<file path="src/rtl/uart_tx_fifo_ctrl_if.sv">
// Handshake bundle between the TX FIFO drain sequencer, the FIFO read port,
// the UART TX shifter and the APB status/control registers.
interface uart_tx_fifo_ctrl_if #(
    parameter int DATA_WIDTH = 8,
    parameter int GAP_WIDTH  = 8,
    parameter int CNT_WIDTH  = 16
);
    logic                  en;
    logic                  flush;
    logic [GAP_WIDTH-1:0]  gap_cycles;
    logic                  fifo_empty;
    logic [DATA_WIDTH-1:0] fifo_rd_data;
    logic                  fifo_rd_en;
    logic                  tx_busy;
    logic                  tx_done;
    logic                  tx_start;
    logic [DATA_WIDTH-1:0] tx_data;
    logic                  busy;
    logic                  byte_sent;
    logic                  flush_done;
    logic [CNT_WIDTH-1:0]  sent_count;

    // slave = the sequencer itself, master = everything around it
    modport slave (
        input  en, flush, gap_cycles, fifo_empty, fifo_rd_data, tx_busy, tx_done,
        output fifo_rd_en, tx_start, tx_data, busy, byte_sent, flush_done, sent_count
    );

    modport master (
        output en, flush, gap_cycles, fifo_empty, fifo_rd_data, tx_busy, tx_done,
        input  fifo_rd_en, tx_start, tx_data, busy, byte_sent, flush_done, sent_count
    );
endinterface

</file>
<file path="src/rtl/uart_tx_fifo_ctrl.sv">
// Drains the UART TX FIFO into the TX shifter one byte per frame, with a
// programmable inter-frame gap, FIFO flush and a completed-frame counter.
module uart_tx_fifo_ctrl #(
    parameter int DATA_WIDTH = 8,
    parameter int GAP_WIDTH  = 8,
    parameter int CNT_WIDTH  = 16
) (
    input logic               clk,
    input logic               rst,
    uart_tx_fifo_ctrl_if.slave bus
);

    typedef enum logic [2:0] {
        S_IDLE,
        S_POP,
        S_START,
        S_WAIT,
        S_GAP,
        S_FLUSH
    } state_t;

    state_t                state;
    logic                  flush_pend;
    logic [GAP_WIDTH-1:0]  gap_cnt;
    logic [DATA_WIDTH-1:0] tx_data_q;
    logic [CNT_WIDTH-1:0]  sent_count_q;
    logic                  byte_sent_q;
    logic                  flush_done_q;

    // NOTE: all state updates use non-blocking assignments, so where two
    // assignments to one register fire in the same cycle the later one wins;
    // flush_pend relies on this (set by flush, cleared on entering FLUSH).
    always_ff @(posedge clk) begin
        if (rst) begin
            state        <= S_IDLE;
            flush_pend   <= 1'b0;
            gap_cnt      <= '0;
            tx_data_q    <= '0;
            sent_count_q <= '0;
            byte_sent_q  <= 1'b0;
            flush_done_q <= 1'b0;
        end else begin
            byte_sent_q  <= 1'b0;
            flush_done_q <= 1'b0;
            if (bus.flush) flush_pend <= 1'b1;

            case (state)
                S_IDLE: begin
                    if (flush_pend || bus.flush) begin
                        flush_pend <= 1'b0;
                        state      <= S_FLUSH;
                    end else if (bus.en && !bus.fifo_empty && !bus.tx_busy) begin
                        state <= S_POP;
                    end
                end
                S_POP: begin
                    tx_data_q <= bus.fifo_rd_data;
                    state     <= S_START;
                end
                S_START: state <= S_WAIT;
                S_WAIT: begin
                    if (bus.tx_done) begin
                        byte_sent_q  <= 1'b1;
                        sent_count_q <= sent_count_q + CNT_WIDTH'(1);
                        if (bus.gap_cycles == '0) begin
                            state <= S_IDLE;
                        end else begin
                            gap_cnt <= bus.gap_cycles;
                            state   <= S_GAP;
                        end
                    end
                end
                S_GAP: begin
                    // gap_cnt holds the GAP cycles still to spend, this one included
                    if (gap_cnt == GAP_WIDTH'(1)) state <= S_IDLE;
                    gap_cnt <= gap_cnt - GAP_WIDTH'(1);
                end
                S_FLUSH: begin
                    if (bus.fifo_empty) begin
                        flush_done_q <= 1'b1;
                        state        <= S_IDLE;
                    end
                end
                default: state <= S_IDLE;
            endcase
        end
    end

    // The flush pop follows fifo_empty directly so the last byte is never over-read.
    assign bus.fifo_rd_en = (state == S_POP) || ((state == S_FLUSH) && !bus.fifo_empty);
    assign bus.tx_start   = (state == S_START);
    assign bus.busy       = (state != S_IDLE);
    assign bus.tx_data    = tx_data_q;
    assign bus.byte_sent  = byte_sent_q;
    assign bus.flush_done = flush_done_q;
    assign bus.sent_count = sent_count_q;

endmodule

</file>
<file path="src/flat_wrapper.sv">
// flat-port wrapper written by rule: the top's interface ports become plain ports
module uart_tx_fifo_ctrl_flat 
#(
    parameter int DATA_WIDTH = 8,
    parameter int GAP_WIDTH  = 8,
    parameter int CNT_WIDTH  = 16
)
  (clk, rst, bus_en, bus_flush, bus_gap_cycles, bus_fifo_empty, bus_fifo_rd_data, bus_tx_busy, bus_tx_done, bus_fifo_rd_en, bus_tx_start, bus_tx_data, bus_busy, bus_byte_sent, bus_flush_done, bus_sent_count);
  uart_tx_fifo_ctrl_if #(.DATA_WIDTH(DATA_WIDTH), .GAP_WIDTH(GAP_WIDTH), .CNT_WIDTH(CNT_WIDTH)) bus_i ();
  input logic clk;
  input logic rst;
  input wire logic [$bits(bus_i.en)-1:0] bus_en;
  input wire logic [$bits(bus_i.flush)-1:0] bus_flush;
  input wire logic [$bits(bus_i.gap_cycles)-1:0] bus_gap_cycles;
  input wire logic [$bits(bus_i.fifo_empty)-1:0] bus_fifo_empty;
  input wire logic [$bits(bus_i.fifo_rd_data)-1:0] bus_fifo_rd_data;
  input wire logic [$bits(bus_i.tx_busy)-1:0] bus_tx_busy;
  input wire logic [$bits(bus_i.tx_done)-1:0] bus_tx_done;
  output wire logic [$bits(bus_i.fifo_rd_en)-1:0] bus_fifo_rd_en;
  output wire logic [$bits(bus_i.tx_start)-1:0] bus_tx_start;
  output wire logic [$bits(bus_i.tx_data)-1:0] bus_tx_data;
  output wire logic [$bits(bus_i.busy)-1:0] bus_busy;
  output wire logic [$bits(bus_i.byte_sent)-1:0] bus_byte_sent;
  output wire logic [$bits(bus_i.flush_done)-1:0] bus_flush_done;
  output wire logic [$bits(bus_i.sent_count)-1:0] bus_sent_count;
  assign bus_i.en = bus_en;
  assign bus_i.flush = bus_flush;
  assign bus_i.gap_cycles = bus_gap_cycles;
  assign bus_i.fifo_empty = bus_fifo_empty;
  assign bus_i.fifo_rd_data = bus_fifo_rd_data;
  assign bus_i.tx_busy = bus_tx_busy;
  assign bus_i.tx_done = bus_tx_done;
  assign bus_fifo_rd_en = bus_i.fifo_rd_en;
  assign bus_tx_start = bus_i.tx_start;
  assign bus_tx_data = bus_i.tx_data;
  assign bus_busy = bus_i.busy;
  assign bus_byte_sent = bus_i.byte_sent;
  assign bus_flush_done = bus_i.flush_done;
  assign bus_sent_count = bus_i.sent_count;
  uart_tx_fifo_ctrl #(.DATA_WIDTH(DATA_WIDTH), .GAP_WIDTH(GAP_WIDTH), .CNT_WIDTH(CNT_WIDTH)) u_core (.clk(clk), .rst(rst), .bus(bus_i));
endmodule
</file>
<file path="config.mk">
export PLATFORM = sky130hd
export DESIGN_NAME = uart_tx_fifo_ctrl_flat
export DESIGN_NICKNAME = d
export VERILOG_FILES = /design/src/rtl/uart_tx_fifo_ctrl_if.sv /design/src/rtl/uart_tx_fifo_ctrl.sv /design/src/flat_wrapper.sv
export SDC_FILE = /design/constraint.sdc
export NUM_CORES = 1
export LEC_CHECK = 0
export CELL_PAD_IN_SITES_DETAIL_PLACEMENT = 0
export CELL_PAD_IN_SITES_GLOBAL_PLACEMENT = 1
export CORE_MARGIN = 4
export CORE_UTILIZATION = 31
export CTS_BUF_LIST = sky130_fd_sc_hd__clkbuf_16
export DETAILED_ROUTE_END_ITERATION = 12
export PLACE_DENSITY_LB_ADDON = 0.1
export SLEW_MARGIN = 0
export SYNTH_ARGS = -nofsm -noshare
export SYNTH_HDL_FRONTEND = slang
export SYNTH_SLANG_ARGS = --single-unit
</file>
<file path="constraint.sdc">
create_clock -name clk -period 1.5 [get_ports clk]
set_input_delay 0.15 -clock clk [delete_from_list [all_inputs] [get_ports clk]]
set_output_delay 0.15 -clock clk [all_outputs]
set_load 0.02 [all_outputs]
</file>
==> results.tsv, run 1 <==
metric	value	unit
power	4.83	mW
synth_simple_gate_area_share	27.4	%
stdcell_count	392	
ys_warn_count	0	
vias_per_cell	5.05	
crit_path_start_kind	flip-flop	
status	finished with violations	
rows	27	
cts.path.max_buffers	2	
placed_cells	377	
diodes	0	
critPathTopFamily	simple AND/OR/NAND/NOR gates	
fin_crit	1.52	ns
post-dp-hpwl	3800	um
cts-buffers-inserted	5	
ir_worst_vdd	0.000797	V
fin_skew	0.00256	ns
portBuffers	51	
fp.dieH	84.7	um
crit_path_top_delay_cell	or3_4	
grt_pass1_vias	1943	
setup_viol	2	
drt-initial-drc-count	77	
start_util	32.5	%
worst_skew_pair.late_latency	0.28	ns
async_flop_share	0	%
die_area	7180	sq um
fill_cells	574	
cap_violations	0	
ys.flop_type	dfxtp_1	
path_buf_inv	1	
seq_area_frac_synth	41.7	%
drtPass1Iterations	4	
violations	setup timing	
synth_xor_area_share	2.88	%
hp-class	input port to flip-flop	
avgSynthCellArea	8.11	sq um
syn_nets	251	
cts_hold_buffers	0	
die_w	84.7	um
required	1.72	ns
cts_root_buffer	clkbuf_16	
drc	0	
grt_max_degree	25	
synth_fa_ha_area_share	2.06	%
gp_congestion	0.802	
power.density	1550	nW/um^2
final_max_slew_viol_count	0	
htreeDepth	2	
worst_slew_pin_slew	0.324	ns
crit_chain	and4b_1 > buf_6 > nand4_1 > or3_4 > a21oi_2	
cts.sinks	38	
max_stage_delay	0.44	ns
finalHoldViolCount	0	
fmax	658	MHz
synth_top_family_by_area	simple AND/OR/NAND/NOR gates	
drtAntennaViolNets	0	
synth_edf_count	0	
postLayoutSetupSlackWorst	-0.0193	ns
period_share	101	%
p_leak	1.34	nW
synth_cells	225	
area_delta_synth_final	71.3	%
nets	345	
yosysUniqueCellTypes	39	
antenna_found_initial	0	
core_region_area	5610	sq um
synth.area.mux_share	0	%
boundaryPins	52	
setup.worst_path.class	flip-flop to flip-flop	
grt_util_all_layers	15.4	%
synth_compound_gate_area_share	21.5	%
endpoint_kind	flip-flop	
clk_pin_slew	0.06	ns
rsz0062_at_grt	true	
synth_seq_cells	38	
grt-ovfl-total	0	
cp.arrival	1.74	ns
synth_area	1820	sq um
routedWlPerCell	13.7	um
num_vias	1981	
cts_tree	yes	
drive_above_1_share	30.0	%
cp_max_fo	6	
slew_headroom	78.2	%
finalWirelength	5350	um
grt_first_pass_wirelength	9200	um
==> registers in the layout, summed over array words and instances (netlist names) <==
register / count
u_core.bus.byte_sent: 1
u_core.bus.flush_done: 1
u_core.bus.sent_count: 16
u_core.bus.tx_data: 8
u_core.flush_pend: 1
u_core.gap_cnt: 8
u_core.state: 3
==> report_power, final <==
group          switching [mW]  internal, mW  leakage (nW)
Clock                   0.419         0.947        0.0915
Sequential              0.162          1.21         0.313
Combinational           0.986          1.11         0.933
==> cells by family after synthesis <==
group	after synthesis
simple gates	91
compound gates	66
buf+inv	21
xor+xnor	6
fa+ha+maj	3
flops	38
==> Yosys cell counts (4+ instances only) <==
master | number | area [sq um]
dfxtp_1 | 38 | 761
nand2_1 | 24 | 90.1
or3_1 | 8 | 50.1
nor3b_1 | 4 | 30.0
nor2_1 | 12 | 45.0
nand4_1 | 5 | 31.3
a31oi_1 | 6 | 37.5
inv_1 | 8 | 30.0
or4_1 | 4 | 30.0
a21oi_1 | 24 | 120
nand3_1 | 8 | 40.0
nor3_1 | 9 | 45.0
o21ai_0 | 20 | 100
clkbuf_1 | 12 | 45.0
==> tightest hold or removal path, cell delays in order <==
cell and delay [ns]:
dlymetal6s2s_1 0.13, nand2_1 0.06, a21oi_1 0.05
==> per-stage QoR <==
stage | setup TNS [ns] | utilization [%] | area (sq um) | setup WS [ns] | hold WS, ns
3_3_place_gp | -5.37 | 48.6 | 2730 | -0.336 | 0.461
3_5_place_dp | -6.37 | 48.6 | 2730 | -0.383 | 0.468
6_report | -0.0236 | 55.7 | 3130 | -0.0193 | 0.162
4_1_cts | -0.137 | 53.8 | 3020 | -0.0632 | 0.412
2_1_floorplan | -0.0157 | - | 1840 | -0.0113 | 0.260
5_1_grt | -0.797 | 55.7 | 3130 | -0.107 | 0.171
==> area by class of cell <==
class | count | area, sq um | area share, %
sequential | 38 | 776 | 24.8
clock buffer | 5 | 125 | 4.00
clock inverter | 3 | 63.8 | 2.04
inverter | 8 | 30.0 | 0.961
timing repair buffer | 100 | 938 | 30.0
multi-input combinational | 166 | 1100 | 35.3
tap | 72 | 90.1 | 2.88
==> final timing paths <==
path         slack [ns]                                     to  cells after the start                               start
min                0.16         u_core.gap_cnt[4]$_SDFFE_PP0P_                      3                   bus_gap_cycles[4]
min reg2reg        0.48     u_core.bus.tx_data[0]$_SDFFE_PP0P_                      2  u_core.bus.tx_data[0]$_SDFFE_PP0P_
max               -0.02  u_core.bus.sent_count[8]$_SDFFE_PP0P_                      5        u_core.state[2]$_SDFFE_PP0P_
max reg2reg       -0.02  u_core.bus.sent_count[8]$_SDFFE_PP0P_                      5        u_core.state[2]$_SDFFE_PP0P_
==> timing repair <==
action,in CTS,in global routing
pin swaps,18,16
buffers inserted,5,2
resized for setup,29,34
endpoints found under the setup margin,22,27
==> layout by cell type (no fill, tap or decap), types with 3 or more instances in the layout <==
| master | n |
|---|---|
| or4_4 | 4 |
| a31oi_1 | 6 |
| o21ai_0 | 14 |
| nor3b_1 | 3 |
| clkdlybuf4s50_1 | 35 |
| inv_1 | 6 |
| or3_1 | 7 |
| a21oi_1 | 22 |
| xor2_1 | 3 |
| nand4_1 | 5 |
| dlymetal6s2s_1 | 12 |
| nand2_1 | 24 |
| nand3_1 | 8 |
| dfxtp_2 | 9 |
| nor3_1 | 7 |
| clkbuf_16 | 5 |
| o21ai_1 | 7 |
| buf_4 | 43 |
| dfxtp_1 | 28 |
| nor2_1 | 12 |
| buf_6 | 4 |
==> routing by layer <==
| metal | track usage [%] | up-vias | share of wire, % |
|---|---|---|---|
| li1 | - | 1008 | - |
| met4 | 4.75 | 0 | 0.86 |
| met1 | 20.6 | 920 | 47 |
| met2 | 24.3 | 48 | 46 |
| met3 | 4.22 | 5 | 6.1 |
| met5 | 0 | - | 0 |
Note: power is estimated with default switching activity, not from simulation.
==> inputs of run 2 (changes only) <==
Settings changed: ABC_CLOCK_PERIOD_IN_PS set to 1500.
==> results of run 2 <==
No change in the layout: final DEF, timing and power equal those of run 1.
==> inputs of run 3 (changes only) <==
Settings changed: CTS_CLUSTER_DIAMETER set to 200.
==> results of run 3 <==
No change in the layout: final DEF, timing and power equal those of run 1.
